===== src/rtl/p2s_frame_sequencer.sv =====
// p2s_frame_sequencer
// Walks a board frame row by row: fetches each row from a synchronous board
// memory, loads it into the downstream parallel-to-serial shifter, then gates
// DATA_SIZE shifts with SERIAL_READY. Framing strobes are registered so they
// line up with the shifter's registered serial DATA output.
module p2s_frame_sequencer #(
    parameter int DATA_SIZE = 64,
    parameter int NUM_ROWS  = 64,
    parameter int AW        = (NUM_ROWS > 1) ? $clog2(NUM_ROWS) : 1
) (
    input  logic          CLK,
    input  logic          RST,
    input  logic          START,
    input  logic          ABORT,
    input  logic          SERIAL_READY,
    output logic [AW-1:0] ROW_ADDR,
    output logic          LOAD_EN,
    output logic          SHIFT_EN,
    output logic          BIT_VALID,
    output logic          ROW_LAST,
    output logic          FRAME_LAST,
    output logic          BUSY,
    output logic          DONE
);

    localparam int CW = $clog2(DATA_SIZE) + 1;
    localparam logic [CW-1:0] LAST_BIT = CW'(DATA_SIZE - 1);
    localparam logic [AW-1:0] LAST_ROW = AW'(NUM_ROWS - 1);

    typedef enum logic [2:0] {
        IDLE,
        FETCH,
        LOAD,
        SHIFT,
        DRAIN
    } state_t;

    state_t        state;
    logic [AW-1:0] row;
    logic [CW-1:0] bit_cnt;
    logic          last_bit;
    logic          last_row;

    assign last_bit = (bit_cnt == LAST_BIT);
    assign last_row = (row == LAST_ROW);

    // Shifter controls stay combinational so ABORT and SERIAL_READY take
    // effect in the same cycle; LOAD and SHIFT are exclusive states, so the
    // two enables can never be high together.
    assign LOAD_EN  = (state == LOAD) & ~ABORT;
    assign SHIFT_EN = (state == SHIFT) & SERIAL_READY & ~ABORT;
    assign ROW_ADDR = row;

    // Frame FSM with row/bit counters and registered framing strobes.
    // NOTE: asynchronous reset clears every register here; state is updated
    // with non-blocking assignments so all strobes see the pre-edge values.
    always_ff @(posedge CLK or posedge RST) begin
        if (RST) begin
            state      <= IDLE;
            row        <= '0;
            bit_cnt    <= '0;
            BIT_VALID  <= 1'b0;
            ROW_LAST   <= 1'b0;
            FRAME_LAST <= 1'b0;
            BUSY       <= 1'b0;
            DONE       <= 1'b0;
        end else begin
            // Strobes follow the shift issued this cycle, matching the edge on
            // which the shifter presents the corresponding bit.
            BIT_VALID  <= SHIFT_EN;
            ROW_LAST   <= SHIFT_EN & last_bit;
            FRAME_LAST <= SHIFT_EN & last_bit & last_row;
            DONE       <= 1'b0;

            if (ABORT && state != IDLE) begin
                state   <= IDLE;
                row     <= '0;
                bit_cnt <= '0;
                BUSY    <= 1'b0;
            end else begin
                case (state)
                    IDLE: begin
                        if (START && !ABORT) begin
                            state   <= FETCH;
                            row     <= '0;
                            bit_cnt <= '0;
                            BUSY    <= 1'b1;
                        end
                    end
                    FETCH: state <= LOAD;
                    LOAD:  state <= SHIFT;
                    SHIFT: begin
                        if (SERIAL_READY) begin
                            if (last_bit) begin
                                bit_cnt <= '0;
                                if (last_row) begin
                                    state <= DRAIN;
                                    DONE  <= 1'b1;
                                end else begin
                                    row   <= row + AW'(1);
                                    state <= FETCH;
                                end
                            end else begin
                                bit_cnt <= bit_cnt + CW'(1);
                            end
                        end
                    end
                    DRAIN: begin
                        state <= IDLE;
                        row   <= '0;
                        BUSY  <= 1'b0;
                    end
                    default: begin
                        state <= IDLE;
                        BUSY  <= 1'b0;
                    end
                endcase
            end
        end
    end

endmodule


===== config.mk =====
export PLATFORM = sky130hd
export DESIGN_NAME = p2s_frame_sequencer
export DESIGN_NICKNAME = d
export VERILOG_FILES = /design/src/rtl/p2s_frame_sequencer.sv
export SDC_FILE = /design/constraint.sdc
export NUM_CORES = 1
export LEC_CHECK = 0
export CELL_PAD_IN_SITES_DETAIL_PLACEMENT = 0
export CELL_PAD_IN_SITES_GLOBAL_PLACEMENT = 2
export CORE_UTILIZATION = 30
export CTS_CLUSTER_DIAMETER = 60
export CTS_CLUSTER_SIZE = 10
export DETAILED_ROUTE_END_ITERATION = 16
export PLACE_DENSITY_LB_ADDON = 0.1
export SYNTH_ARGS = -nofsm -noshare
export SYNTH_HDL_FRONTEND = slang
export SYNTH_SLANG_ARGS = --single-unit

===== constraint.sdc =====
create_clock -name CLK -period 1.9 [get_ports CLK]
set_input_delay 0.57 -clock CLK [delete_from_list [all_inputs] [get_ports CLK]]
set_output_delay 0.57 -clock CLK [all_outputs]
set_load 0.05 [all_outputs]

Yosys cells after proc, flatten, opt, wreduce, memory -nomap -nowiden
Index checks and enable logic that the tools add are counted.

Output and inout bits: 13. Logic and storage cells: 64. Input port bits: 5. Flip-flop bits (word level): 21.

Mux-type cells: 25. Reduce and logical (&&, ||, !) cells: 12. Add/sub/neg operators: 2. Eq/ne operators: 11. Bitwise logic cells: 6.

Operators by type and width (count): 6-bit 2-to-1 mux (5); 7-bit 2-to-1 mux (4); 6-bit case mux with 3 select lines (1); 3-bit 2-to-1 mux (5); 7-bit case mux with 2 select lines (1); 3-bit case mux with 4 select lines (1); 3-bit by 2-bit inequality test with 1-bit output, second input constant (3); 7-bit by 1-bit adder with 7-bit output, second input constant (1); 7-bit by 6-bit == test with 1-bit output, second input constant (1); 1-bit 2-to-1 mux (7); 6-bit by 1-bit adder with 6-bit output, second input constant (1); 3-bit by 2-bit == test with 1-bit output, second input constant (2); 6-bit == test, second input constant (1); 3-bit AND reduction (2); 3-bit nonzero test (2); 1-bit bitwise AND (5); 5-bit AND reduction (1); 4-bit nonzero test (1); 3-bit by 1-bit == test with 1-bit output, second input constant (1); 3-bit == test, second input constant (1); 3-bit zero test (1); 3-bit inequality test, second input constant (1); 3-bit OR reduction (1); 1-bit logical AND (2); 5 further kinds (5).

Longest topological paths before layout
Depth in word-level cells: 6. Depth in mapped cells: 7. Gate-level depth less buffers: 6.

Least setup slack after synthesis
Ideal clock, no wire load.

Path kind: input to output. From: input port ABORT. To: output port LOAD_EN. Stages: 2. Required time: 1.330 ns. Path buffers: 1. Data arrival time: 2.304 ns. Path slack: -0.974 ns. Path through: buf_6 > nor4b_1.

Word-level cells in the longest chain between the ends: 2.

Ends and longest elaborated chain: from (decl) (line 14) `input logic ABORT,`; 1-bit inverter (line 50) `assign LOAD_EN = (state == LOAD) & ~ABORT;`; 1-bit bitwise AND (line 50); to (decl) (line 17) `output logic LOAD_EN,`.

No other way between the ends.

Worst setup path in the final report
From: register state[2]. To: output port SHIFT_EN.

Word-level cells in the longest chain between the ends: 3.

Ends and longest elaborated chain: from (decl) (line 38) `state_t state;`; from (signal assigned) (line 59) `state <= IDLE;`; from (signal assigned) (line 76) `state <= IDLE;`; from (signal assigned) (line 84) `state <= FETCH;`; 3-bit by 2-bit == test with 1-bit output (line 51) `assign SHIFT_EN = (state == SHIFT) & SERIAL_READY & ~ABORT;`; 1-bit bitwise AND (2 in series) (line 51); to (decl) (line 18) `output logic SHIFT_EN,`.

No other way between the ends.

==> flow_summary.ini <==
[status]
status = complete, but fails checks
violations = setup timing

[synthesis]
synth-edff-count = 0
ys_seq_area_share_pct = 44.0
synth_cell_types = 40
synth_top_cell_area_share_pct = 44.0
ys_warn_count = 0
synth_cells = 120
async_flop_share_pct = 100
synth_ff_type = dfrtp_1
netlist_area_um2 = 1190
synth_top_cell_by_area = dfrtp_1
synth_area_leaders = dfrtp_1, o21ai_0, nand3_1
synth-seq-cells = 21
avgSynthCellArea_um2 = 9.95
synth_nets = 127

[cts]
insertion_delay_ns = 0.26
cts_made_buffers = 3
clk_pin_slew_ns = 0.08
htree_levels = 1
root_buffer = clkbuf_8
cts_tree = yes
hold_buffers = 0
clock_sinks = 21
clk_path_buf_depth = 2

[place]
dp.cells = 201
dp_slack_ns = -0.561
portBuffers = 17
dp_hpwl_um = 2090
gp_congestion = 0.786

[timing]
rsz0062_at_grt = yes
worst_slack_ns = -0.249
finClkSkew_ns = 0.00509
finalSetupViolations = 2
max-slew-margin-rel_pct = 80.0
period_share_pct = 113
hold_viol_final = 0
slew_violations = 0
max_freq_mhz = 465
tightest_slew_ns = 0.297
fin_crit_ns = 2.15

[die]
die_h_um = 65.1
fp-row-count = 22
die_x_um = 65.1
die-area_um2 = 4230
ios = 18
core-area_um2 = 3740
start_util_pct = 31.9

[worst_setup_path]
required_ns = 1.33
r2r_slack_ns = 0.10
worst_ep_arrival_time_ns = 1.58
path_cells = and3b_1 > o21ai_2 > o311ai_4 > nand2_2 > clkinvlp_4 > buf_12
crit_path_max_incr_delay_ns = 0.42
path_max_fanout = 4
cp_slowest_cell = dfrtp_1
critPathKind = reg -> out
startpoint_type = flop
critPathCaptureType = primary output

[power_and_ir_drop]
power_density_nw_per_um2 = 565
p_leak_nw = 0.798
vdd_drop_max_v = 0.000295

[routing]
dr.pass1.iters = 4
drc_errors = 0
drtIter0Drc = 64
vias_per_cell = 4.91
wire_per_inst_um = 13.6
wirelength_um = 2860
drtAntennaViolNets = 0
num_vias = 1035

[hold_path]
hp-class = reg -> reg

[layout]
layout_common_cells = buf_4, dfrtp_1, nand3_1, o21ai_0, nor2_1
layout-drive-gt1-share_pct = 39.9
final_cells = 211
final_common_cell = buf_4
syn2layout_area_growth_pct = 40.6
nets = 171
diodes = 0

[global_routing]
antenna_found_initial = 0
grt_pass1_wl_um = 5130
grt_max_degree = 22
grt_use_total_pct = 15.8
grt_pass1_vias = 1117
grt_overflow_total = 0

[job]
drv_cap = 0
## sequential cells by signal, indices dropped and copies added, names as in the netlist
name,count
bit_cnt,7
ROW_ADDR,6
state,3
BIT_VALID,1
BUSY,1
DONE,1
FRAME_LAST,1
ROW_LAST,1
## where the power goes
part | switching, mW | total, mW | leakage [nW] | internal (mW)
clock | 0.157 | 0.304 | 0.0255 | 0.146
combinational | 0.0971 | 0.181 | 0.487 | 0.0841
sequential | 0.00756 | 0.463 | 0.285 | 0.456
total | 0.262 | 0.948 | 0.798 | 0.686
## layout make-up
| class | count | area (um2) |
|---|---|---|
| clock inverter | 1 | 5.00 |
| multi-input combinational | 91 | 641 |
| clock buffer | 3 | 41.3 |
| sequential | 21 | 528 |
| tap | 48 | 60.1 |
| inverter | 4 | 18.8 |
| timing repair buffer | 43 | 384 |
| fill | 380 | 2070 |
## synth_stat cells, drive strengths merged, types with 2 or more instances
master   n
o31ai    3
nand2b   3
nor2    11
dfrtp   21
and3     4
a31oi    3
nor3b    3
buf      4
ha       2
nand3   11
nor2b    4
o21ai   15
nor3     2
a21oi    3
inv      4
a21o     2
nand2   11
## worst paths after layout
path,start,end,cells after the start
max reg2reg,ROW_ADDR[0],ROW_ADDR[2],6
min,bit_cnt[6],bit_cnt[6],1
max in group asynchronous,RST,ROW_ADDR[1],3
max,state[2],SHIFT_EN,6
min in group asynchronous,RST,ROW_ADDR[0],3
min reg2reg,bit_cnt[6],bit_cnt[6],1
## cells by family (layout without fill, tap and decap cells)
logic type,count (synthesis),count (layout),synth area share [%]
and+or+nand+nor,55,55,27.9
buffers and inverters,8,51,4.19
adders and majority gates,2,2,2.10
muxes,1,1,0.839
DFF,21,21,44.0
AOI/OAI and AO/OA,33,33,21.0
## routing by layer
metal / part of all wire, % / track usage [%]
met1: 47 / 20.1
met2: 47 / 25.1
met3: 4.3 / 3.17
met4: 1.8 / 8.15
met5: 0 / 0
## timing repair
item	CTS	global route
buffers inserted	3	3
pin swaps	3	2
resized for setup	8	1
endpoints found under the setup margin	7	5
## critical path, delay by kind of cell (launching register included)
kind	cells	cell delay, ns
AO/OA/AOI/OAI	2	0.31
buffers and inverters	2	0.26
flip-flops	1	0.42
AND/OR/NAND/NOR	2	0.33
## stage by stage
| step | util [%] | power, mW | hold slack (ns) | setup TNS, ns | area, um2 |
|---|---|---|---|---|---|
| after global routing | 44.8 | 0.995 | 0.515 | -0.418 | 1680 |
| after detailed placement | 42.7 | 0.655 | 0.480 | -4.95 | 1600 |
| after floorplan | - | 0.584 | 0.450 | -0.107 | 1230 |
| after CTS | 44.4 | 0.960 | 0.499 | -0.353 | 1660 |
| after global placement | 42.7 | 0.654 | 0.465 | -4.42 | 1600 |
| final | 44.8 | 0.948 | 0.487 | -0.293 | 1680 |
Power figures use the tool's default switching activity.
